## config.mk

```make
export PLATFORM = sky130hd
export DESIGN_NAME = mux_arbiter_ctrl_flat
export DESIGN_NICKNAME = d
export VERILOG_FILES = /design/src/rtl/mux_arbiter_ctrl_if.sv /design/src/rtl/mux_arbiter_ctrl.sv /design/src/flat_wrapper.sv
export SDC_FILE = /design/constraint.sdc
export NUM_CORES = 1
export LEC_CHECK = 0
export ABC_CLOCK_PERIOD_IN_PS = 1300
export CAP_MARGIN = 15
export CORE_MARGIN = 2
export CORE_UTILIZATION = 38
export CTS_BUF_LIST = sky130_fd_sc_hd__clkbuf_16
export DETAILED_ROUTE_END_ITERATION = 7
export PLACE_DENSITY = 0.74
export SLEW_MARGIN = 10
export SYNTH_ARGS = -nofsm -noshare
export SYNTH_HDL_FRONTEND = slang
export SYNTH_SLANG_ARGS = --single-unit
```

## constraint.sdc

```tcl
create_clock -name clk -period 1.3 [get_ports clk]
set_input_delay 0.13 -clock clk [delete_from_list [all_inputs] [get_ports clk]]
set_output_delay 0.13 -clock clk [all_outputs]
set_load 0.1 [all_outputs]
```

## src/rtl/mux_arbiter_ctrl_if.sv

```systemverilog
// Byte-source / consumer bundle for the two-way byte arbiter.
// Producers and the consumer sit on the master side; the arbiter is the slave.
interface mux_arbiter_ctrl_if #(
  parameter int CNT_W = 8
);
  logic             req0;
  logic [7:0]       data0;
  logic             ack0;
  logic             req1;
  logic [7:0]       data1;
  logic             ack1;
  logic             mux_sel;
  logic [7:0]       out_data;
  logic             out_valid;
  logic             out_ready;
  logic [CNT_W-1:0] cnt0;
  logic [CNT_W-1:0] cnt1;

  modport master (
    output req0, data0, req1, data1, out_ready,
    input  ack0, ack1, mux_sel, out_data, out_valid, cnt0, cnt1
  );

  modport slave (
    input  req0, data0, req1, data1, out_ready,
    output ack0, ack1, mux_sel, out_data, out_valid, cnt0, cnt1
  );
endinterface

```

## src/rtl/mux_arbiter_ctrl.sv

```systemverilog
// Two-way byte arbiter feeding a one-entry registered output stage with a
// valid/ready handshake; round-robin or fixed priority, per-source counters.
module mux_arbiter_ctrl #(
  parameter bit FIXED_PRIO = 1'b0,
  parameter int CNT_W      = 8
) (
  input  logic               clk,
  input  logic               rst_n,
  mux_arbiter_ctrl_if.slave  bus
);

  typedef enum logic {EMPTY, FULL} state_t;

  state_t           state;
  logic             last_sel;
  logic [7:0]       data_q;
  logic [CNT_W-1:0] cnt0_q;
  logic [CNT_W-1:0] cnt1_q;

  logic req0_ok;
  logic req1_ok;
  logic choice;
  logic space;
  logic load;

  // Requests are ignored while reset is held so no ack leaks out during reset.
  assign req0_ok = bus.req0 & rst_n;
  assign req1_ok = bus.req1 & rst_n;

  always_comb begin
    choice = last_sel;
    if (req0_ok && !req1_ok) begin
      choice = 1'b0;
    end else if (req1_ok && !req0_ok) begin
      choice = 1'b1;
    end else if (req0_ok && req1_ok) begin
      choice = FIXED_PRIO ? 1'b0 : ~last_sel;
    end
  end

  assign space = (state == EMPTY) | bus.out_ready;
  assign load  = space & (req0_ok | req1_ok);

  assign bus.ack0      = load & ~choice;
  assign bus.ack1      = load & choice;
  assign bus.mux_sel   = choice;
  assign bus.out_data  = data_q;
  assign bus.out_valid = (state == FULL);
  assign bus.cnt0      = cnt0_q;
  assign bus.cnt1      = cnt1_q;

  // A load during a drain simply overwrites the stage, giving one byte per cycle.
  always_ff @(posedge clk or negedge rst_n) begin
    if (!rst_n) begin
      state    <= EMPTY;
      last_sel <= 1'b1;
      data_q   <= 8'h00;
      cnt0_q   <= '0;
      cnt1_q   <= '0;
    end else if (load) begin
      state    <= FULL;
      last_sel <= choice;
      data_q   <= choice ? bus.data1 : bus.data0;
      if (choice) begin
        cnt1_q <= cnt1_q + 1'b1;
      end else begin
        cnt0_q <= cnt0_q + 1'b1;
      end
    end else if ((state == FULL) && bus.out_ready) begin
      state <= EMPTY;
    end
  end

endmodule

```

## src/flat_wrapper.sv

```systemverilog
// flat-port wrapper written by rule: the top's interface ports become plain ports
module mux_arbiter_ctrl_flat 
#(
  parameter bit FIXED_PRIO = 1'b0,
  parameter int CNT_W      = 8
)
  (clk, rst_n, bus_req0, bus_data0, bus_req1, bus_data1, bus_out_ready, bus_ack0, bus_ack1, bus_mux_sel, bus_out_data, bus_out_valid, bus_cnt0, bus_cnt1);
  mux_arbiter_ctrl_if #(.CNT_W(CNT_W)) bus_i ();
  input  logic clk;
  input  logic rst_n;
  input wire logic [$bits(bus_i.req0)-1:0] bus_req0;
  input wire logic [$bits(bus_i.data0)-1:0] bus_data0;
  input wire logic [$bits(bus_i.req1)-1:0] bus_req1;
  input wire logic [$bits(bus_i.data1)-1:0] bus_data1;
  input wire logic [$bits(bus_i.out_ready)-1:0] bus_out_ready;
  output wire logic [$bits(bus_i.ack0)-1:0] bus_ack0;
  output wire logic [$bits(bus_i.ack1)-1:0] bus_ack1;
  output wire logic [$bits(bus_i.mux_sel)-1:0] bus_mux_sel;
  output wire logic [$bits(bus_i.out_data)-1:0] bus_out_data;
  output wire logic [$bits(bus_i.out_valid)-1:0] bus_out_valid;
  output wire logic [$bits(bus_i.cnt0)-1:0] bus_cnt0;
  output wire logic [$bits(bus_i.cnt1)-1:0] bus_cnt1;
  assign bus_i.req0 = bus_req0;
  assign bus_i.data0 = bus_data0;
  assign bus_i.req1 = bus_req1;
  assign bus_i.data1 = bus_data1;
  assign bus_i.out_ready = bus_out_ready;
  assign bus_ack0 = bus_i.ack0;
  assign bus_ack1 = bus_i.ack1;
  assign bus_mux_sel = bus_i.mux_sel;
  assign bus_out_data = bus_i.out_data;
  assign bus_out_valid = bus_i.out_valid;
  assign bus_cnt0 = bus_i.cnt0;
  assign bus_cnt1 = bus_i.cnt1;
  mux_arbiter_ctrl #(.FIXED_PRIO(FIXED_PRIO), .CNT_W(CNT_W)) u_core (.clk(clk), .rst_n(rst_n), .bus(bus_i));
endmodule
```

==> results of run 1 <==
==> report_power, final <==
group / internal [mW] / leakage [nW] / switching (mW) / total, mW
sequential: 1.08 / 0.302 / 0.365 / 1.44
combinational: 1.31 / 0.778 / 2.00 / 3.31
clock: 0.613 / 0.0511 / 0.286 / 0.899
total: 3.00 / 1.13 / 2.65 / 5.65
==> final cells by class <==
type,count,share of cell area [%]
tap,44,2.173
inverter,5,1.037
sequential,26,26.96
clock inverter,1,1.185
clock buffer,3,2.963
timing repair buffer,81,40.74
multi-input combinational,76,24.94
==> worst reg2reg max path, cell delays in order (launching register included) <==
cell and delay [ns]:
dfstp_2 0.56, buf_4 0.11, nand2_2 0.07, nand4_1 0.19, buf_4 0.14, buf_4 0.10, mux2_2 0.32
==> flip-flops by register name, summed over array words and instances (netlist names) <==
| name | cells |
|---|---|
| u_core.bus.cnt0 | 8 |
| u_core.bus.cnt1 | 8 |
| u_core.bus.out_data | 8 |
| u_core.bus.out_valid | 1 |
| u_core.last_sel | 1 |
==> per-layer routing <==
layer  wire [um]  GRT usage, %  vias up
met5           0             0        -
met4          89         7.453        0
met3         213         4.832       11
met2        2068         37.39       59
met1        1487         24.40      563
li1            -             -      538
==> logic make-up after synthesis <==
family / Yosys count / synth area share, %
compound gates: 12 / 4.920
xor+xnor: 14 / 9.839
fa+ha+maj: 2 / 2.008
buf+inv: 8 / 3.414
flops: 26 / 52.31
mux: 10 / 8.233
simple gates: 38 / 19.28
==> layout by cell type, fill, tap and decap left out, drive strengths merged <==
cell type and n:
mux2i 8, o21ai 9, bufinv 1, a31oi 1, nor3b 4, nand2b 3, and2b 1, buf 61
dfrtp 25, clkdlybuf4s50 18, a21oi 2, clkbuf 3, dlygate4sd2 2, xnor2 10, mux2 2, nand4 10
nand2 14, xor2 4, ha 2, and2 2, dfstp 1, clkinvlp 2, inv 3, nor2 4
==> worst paths after layout <==
kind | from | endpoint | slack [ns] | cells past startpoint
setup / recovery | u_core.last_sel | bus_ack0 | -0.38 | 4
hold / removal | rst_n | u_core.bus.cnt0[1] | 0.09 | 2
setup reg to reg | u_core.last_sel | u_core.bus.cnt1[1] | -0.32 | 6
hold reg to reg | u_core.bus.cnt0[5] | u_core.bus.cnt0[5] | 0.54 | 1
max in group asynchronous | rst_n | u_core.last_sel | 0.88 | 3
min in group clk | bus_data0[4] | u_core.bus.out_data[4] | 0.49 | 3
==> through the flow <==
step	setup WS, ns	utilization [%]
2_1_floorplan	-0.4222	-
5_1_grt	-0.4654	82.32
4_1_cts	-0.3529	79.23
3_5_place_dp	-0.3868	72.32
6_report	-0.3778	82.32
3_3_place_gp	-0.3173	72.32
==> repair_timing <==
item | CTS | global route
resized for setup | 10 | 8
buffers inserted | 9 | 9
cloned | 0 | 0
pin swaps | 9 | 10
endpoints found under the setup margin | 23 | 27
==> flow_summary.json, run 1 <==
{
  "finalHoldViolCount": 0,
  "avgViaCountPerCell": 4.962,
  "fin_crit_sh_pct": 129.1,
  "cp_data_arrival_time_ns": 1.55,
  "grt-ovfl-total": 0,
  "yosysSeqAreaShare_pct": 52.31,
  "synth_most_common_cell": "dfrtp_1",
  "grt_pass1_wl_mm": 5.733,
  "crit_family": "flip-flops",
  "routedWlPerCell_um": 16.35,
  "drt_pre_antenna_iters": 4,
  "synth_area_leaders": "dfrtp_1 (50%), xnor2_1 (7.0%), mux2i_1 (6.4%)",
  "synth.avg_cell_area_um2": 11.33,
  "grt_antenna_before_repair": 0,
  "clock_sinks": 26,
  "drive_above_1_share_pct": 53.65,
  "gp_congestion": 0.7512,
  "num_vias": 1171,
  "nFillCells": 164,
  "grt_max_degree": 18,
  "grt_usage_pct": 20.91,
  "die_h_um": 61.27,
  "cts_hold_buf": 0,
  "syn_inst": 110,
  "numCtsBuffers": 3,
  "fin_cells": 236,
  "synth.net_count": 133,
  "die_area_um2": 3753,
  "final-max-slew-violation-count": 0,
  "drc_errors": 0,
  "outcome": "complete, but fails checks",
  "ant_nets": 0,
  "p_leak_nw": 1.131,
  "dp_cells": 214,
  "core-area_um2": 3078,
  "critPathKind": "reg -> out",
  "setup_tns_ns": -5.049,
  "holdWs_ns": 0.08816,
  "final.min_clock_period_ns": 1.678,
  "grt_pass1_vias": 1263,
  "wirelength_mm": 3.859,
  "async_flop_share_pct": 100.0,
  "fin_skew_ns": 0.003481,
  "cts_tree": "yes",
  "synth-edff-count": 0,
  "dpl_cell_area_um2": 2226,
  "cp-start-kind": "register",
  "portBuffers": 48,
  "worst_slew_pin_slew_ns": 0.3631,
  "failed_checks": "setup timing",
  "start_util_pct": 40.49,
  "multi_input_area_um2": 631.9,
  "p_total_mw": 5.650,
  "slowest_delay_ns": 0.56,
  "syn_to_final_growth_pct": 103.3,
  "yosysWarnings": 0,
  "num_io_pins": 49,
  "critPathBufInv": 2,
  "cp_max_fo": 4,
  "synth.largest_area_cell": "dfrtp_1",
  "synth_top_area_share_pct": 50.20,
  "num_rows": 20,
  "seqCellArea_um2": 683.2,
  "fin_area_um2": 2534,
  "crit_chain": "nand2b_4 -> nand4_1 -> clkinvlp_4 -> buf_12",
  "rsz0062_at_grt": "yes",
  "setup_violations": 25,
  "root_buffer": "clkbuf_16",
  "clk_pin_slew_ns": 0.07,
  "die_x_um": 61.27,
  "fmax_mhz": 596.0,
  "ir_worst_vdd_v": 0.001705,
  "clk_latency_ns": 0.26,
  "diodes": 0,
  "nets": 216,
  "dpl.hpwl_mm": 2.422,
  "ys_top_cells_by_count": "dfrtp_1 (25), nand2_1 (14), xnor2_1 (10)",
  "power_density_nw_per_um2": 2230,
  "h-tree-depth": 1,
  "syn_area_um2": 1246,
  "hp-class": "in -> async",
  "drt_iter0_drc": 25,
  "cap_violations": 0,
  "synth_ff_type": "dfrtp_1",
  "crit_slowest_cell": "dfstp_2",
  "ys_ff_latch": 26,
  "crit_path_end_kind": "output port",
  "worst_slack_ns": -0.3778,
  "post_synth_num_cell_types": 24,
  "cp.required_ns": 1.17,
  "timing.slew.headroom_pct": 75.79,
  "cts_buffer_depth": 2
}
Power figures use the tool's default switching activity.
==> run 2: changes to the inputs <==
--- a/config.mk
+++ b/config.mk
@@ -8,10 +8,10 @@
 export ABC_CLOCK_PERIOD_IN_PS = 1300
 export CAP_MARGIN = 15
 export CORE_MARGIN = 2
-export CORE_UTILIZATION = 38
-export CTS_BUF_LIST = sky130_fd_sc_hd__clkbuf_16
+export CORE_UTILIZATION = 40
+export CTS_BUF_LIST = sky130_fd_sc_hd__clkbuf_8
 export DETAILED_ROUTE_END_ITERATION = 7
-export PLACE_DENSITY = 0.74
+export PLACE_DENSITY = 0.77
 export SLEW_MARGIN = 10
 export SYNTH_ARGS = -nofsm -noshare
 export SYNTH_HDL_FRONTEND = slang
==> run 2 against run 1 <==
Effect of this change: the flow still finishes with violations (setup timing); clock power is 25% lower; global-route usage is 0.17 points higher; maximum frequency is 2.6% higher; flip-flop and latch count stayed put; routed wire length is 11% lower; combinational power is 4% lower; worst setup slack better by 0.042 ns; register-to-register slack better by 0.03 ns.
==> flow_summary.json, run 2 (synthesis gave the netlist of run 1 again) <==
{
  "cts_tree": "yes",
  "failed_checks": "setup timing",
  "worst_r2r_path_depth": 6,
  "finalHoldViolCount": 0,
  "fin_skew_ns": 0.004153,
  "numCtsBuffers": 3,
  "grt_usage_pct": 21.09,
  "nFillCells": 196,
  "clk_latency_ns": 0.27,
  "ant_nets": 0,
  "dp_slack_ns": -0.4102,
  "die_h_um": 59.82,
  "r2r_start": "u_core.last_sel",
  "seqCellArea_um2": 683.2,
  "portBuffers": 48,
  "num_io_pins": 49,
  "worst_slack_ns": -0.3358,
  "grt_max_degree": 19,
  "clock_sinks": 26,
  "cp_max_fo": 4,
  "drc_errors": 0,
  "clk_pin_slew_ns": 0.09,
  "syn_to_final_growth_pct": 93.78,
  "ir_worst_vdd_v": 0.001534,
  "hp-class": "in -> async",
  "drt_pre_antenna_iters": 4,
  "power_density_nw_per_um2": 2195,
  "routedWlPerCell_um": 15.95,
  "setup_violations": 27,
  "dp_cells": 200,
  "cts_buffer_depth": 2,
  "p_total_mw": 5.300,
  "drive_above_1_share_pct": 50.82,
  "start_util_pct": 41.50,
  "multi_input_area_um2": 635.6,
  "grt-ovfl-total": 0,
  "root_buffer": "clkbuf_8",
  "crit_path_end_kind": "output port",
  "timing.rr.end": "u_core.bus.out_data[0]",
  "grt_pass1_wl_mm": 5.506,
  "die_x_um": 59.82,
  "die_area_um2": 3578,
  "nets": 207,
  "cp_data_arrival_time_ns": 1.51,
  "clockPowerShare_pct": 12.7,
  "h-tree-depth": 1,
  "fin_crit_sh_pct": 125.8,
  "cap_violations": 0,
  "internal_power_mw": 2.724,
  "cp-start-kind": "register",
  "cts_hold_buf": 0,
  "diodes": 0,
  "num_vias": 1122,
  "r2r_setup_slack_ns": -0.29,
  "layout_common_cells": "buf_12 (28), buf_4 (19), clkdlybuf4s50_1 (18), nand2_1 (14)",
  "timing.slew.headroom_pct": 76.48,
  "critPathKind": "reg -> out",
  "final_common_cell": "buf_12",
  "gp_congestion": 0.7726,
  "p_seq_share_pct": 27.3,
  "final-max-slew-violation-count": 0,
  "final.min_clock_period_ns": 1.636,
  "switching_share_pct": 48.61,
  "wirelength_mm": 3.445,
  "worst_slew_pin_slew_ns": 0.3491,
  "outcome": "complete, but fails checks",
  "switchingPower_mw": 2.576,
  "core-area_um2": 3003,
  "holdWs_ns": 0.01410,
  "dpl.hpwl_mm": 2.387,
  "grt_antenna_before_repair": 0,
  "num_rows": 20,
  "fmax_mhz": 611.3,
  "drt_iter0_drc": 35,
  "p_comb_share_pct": 59.9,
  "final_core_util_pct": 80.42,
  "cp.required_ns": 1.17,
  "fin_cells": 216,
  "avgViaCountPerCell": 5.194,
  "rsz0062_at_grt": "yes",
  "grt_pass1_vias": 1239,
  "p_leak_nw": 1.074
}
## run 2: timing repair
action                                  in CTS  in global routing
hold endpoints to repair                     0                  0
pin swaps                                   10                  9
resized for setup                            9                  6
gates cloned                                 0                  0
endpoints found under the setup margin      23                 26
setup buffers                                8                  5
## run 2: how the worst max path moves through the flow
stage,end,startpoint,cells past startpoint,slack (ns)
detailed placement,u_core.bus.cnt1[7],rst_n,6,-0.41
global route,bus_ack0,u_core.last_sel,4,-0.41
finish,bus_ack0,u_core.last_sel,4,-0.34
CTS,bus_ack0,u_core.last_sel,4,-0.30
global placement,u_core.bus.cnt0[7],rst_n,6,-0.31
floorplan,u_core.last_sel,u_core.bus.out_valid,4,-0.42
## run 2: area by class of cell
type	count	area share, %
Timing Repair Buffer	72	39.64
Tap cell	33	1.710
Clock inverter	1	1.244
Multi-Input combinational cell	76	26.32
Inverter	5	1.088
Clock buffer	3	1.710
Sequential cell	26	28.29
## run 2: through the flow
stage	area, um^2	TNS, ns
2_1_floorplan	1325	-3.423
3_3_place_gp	2190	-6.288
3_5_place_dp	2190	-7.927
4_1_cts	2359	-3.891
5_1_grt	2415	-6.116
6_report	2415	-4.383
## run 2: power by group through the flow
stage               clock [mW]  sequential, mW  combinational, mW
finish                   0.674            1.45               3.18
global route             0.709            1.48               3.29
CTS                      0.682            1.45               3.15
detailed placement           0            1.46               3.06
global placement             0            1.43               3.02
floorplan                    0            2.79              0.449
## run 2: layer usage
layer / track usage [%] / vias up / share of wire [%]
met5: 0 / - / 0
met4: 11.43 / 0 / 3.0
met3: 4.978 / 12 / 5.5
met2: 39.13 / 49 / 56
met1: 21.35 / 540 / 35
li1: - / 521 / -
## run 2: worst max-delay path, cell delays in order (launching register included)
cell	delay, ns
dfstp_2	0.56
nand2b_4	0.13
nand4_1	0.18
clkinvlp_4	0.18
buf_12	0.18
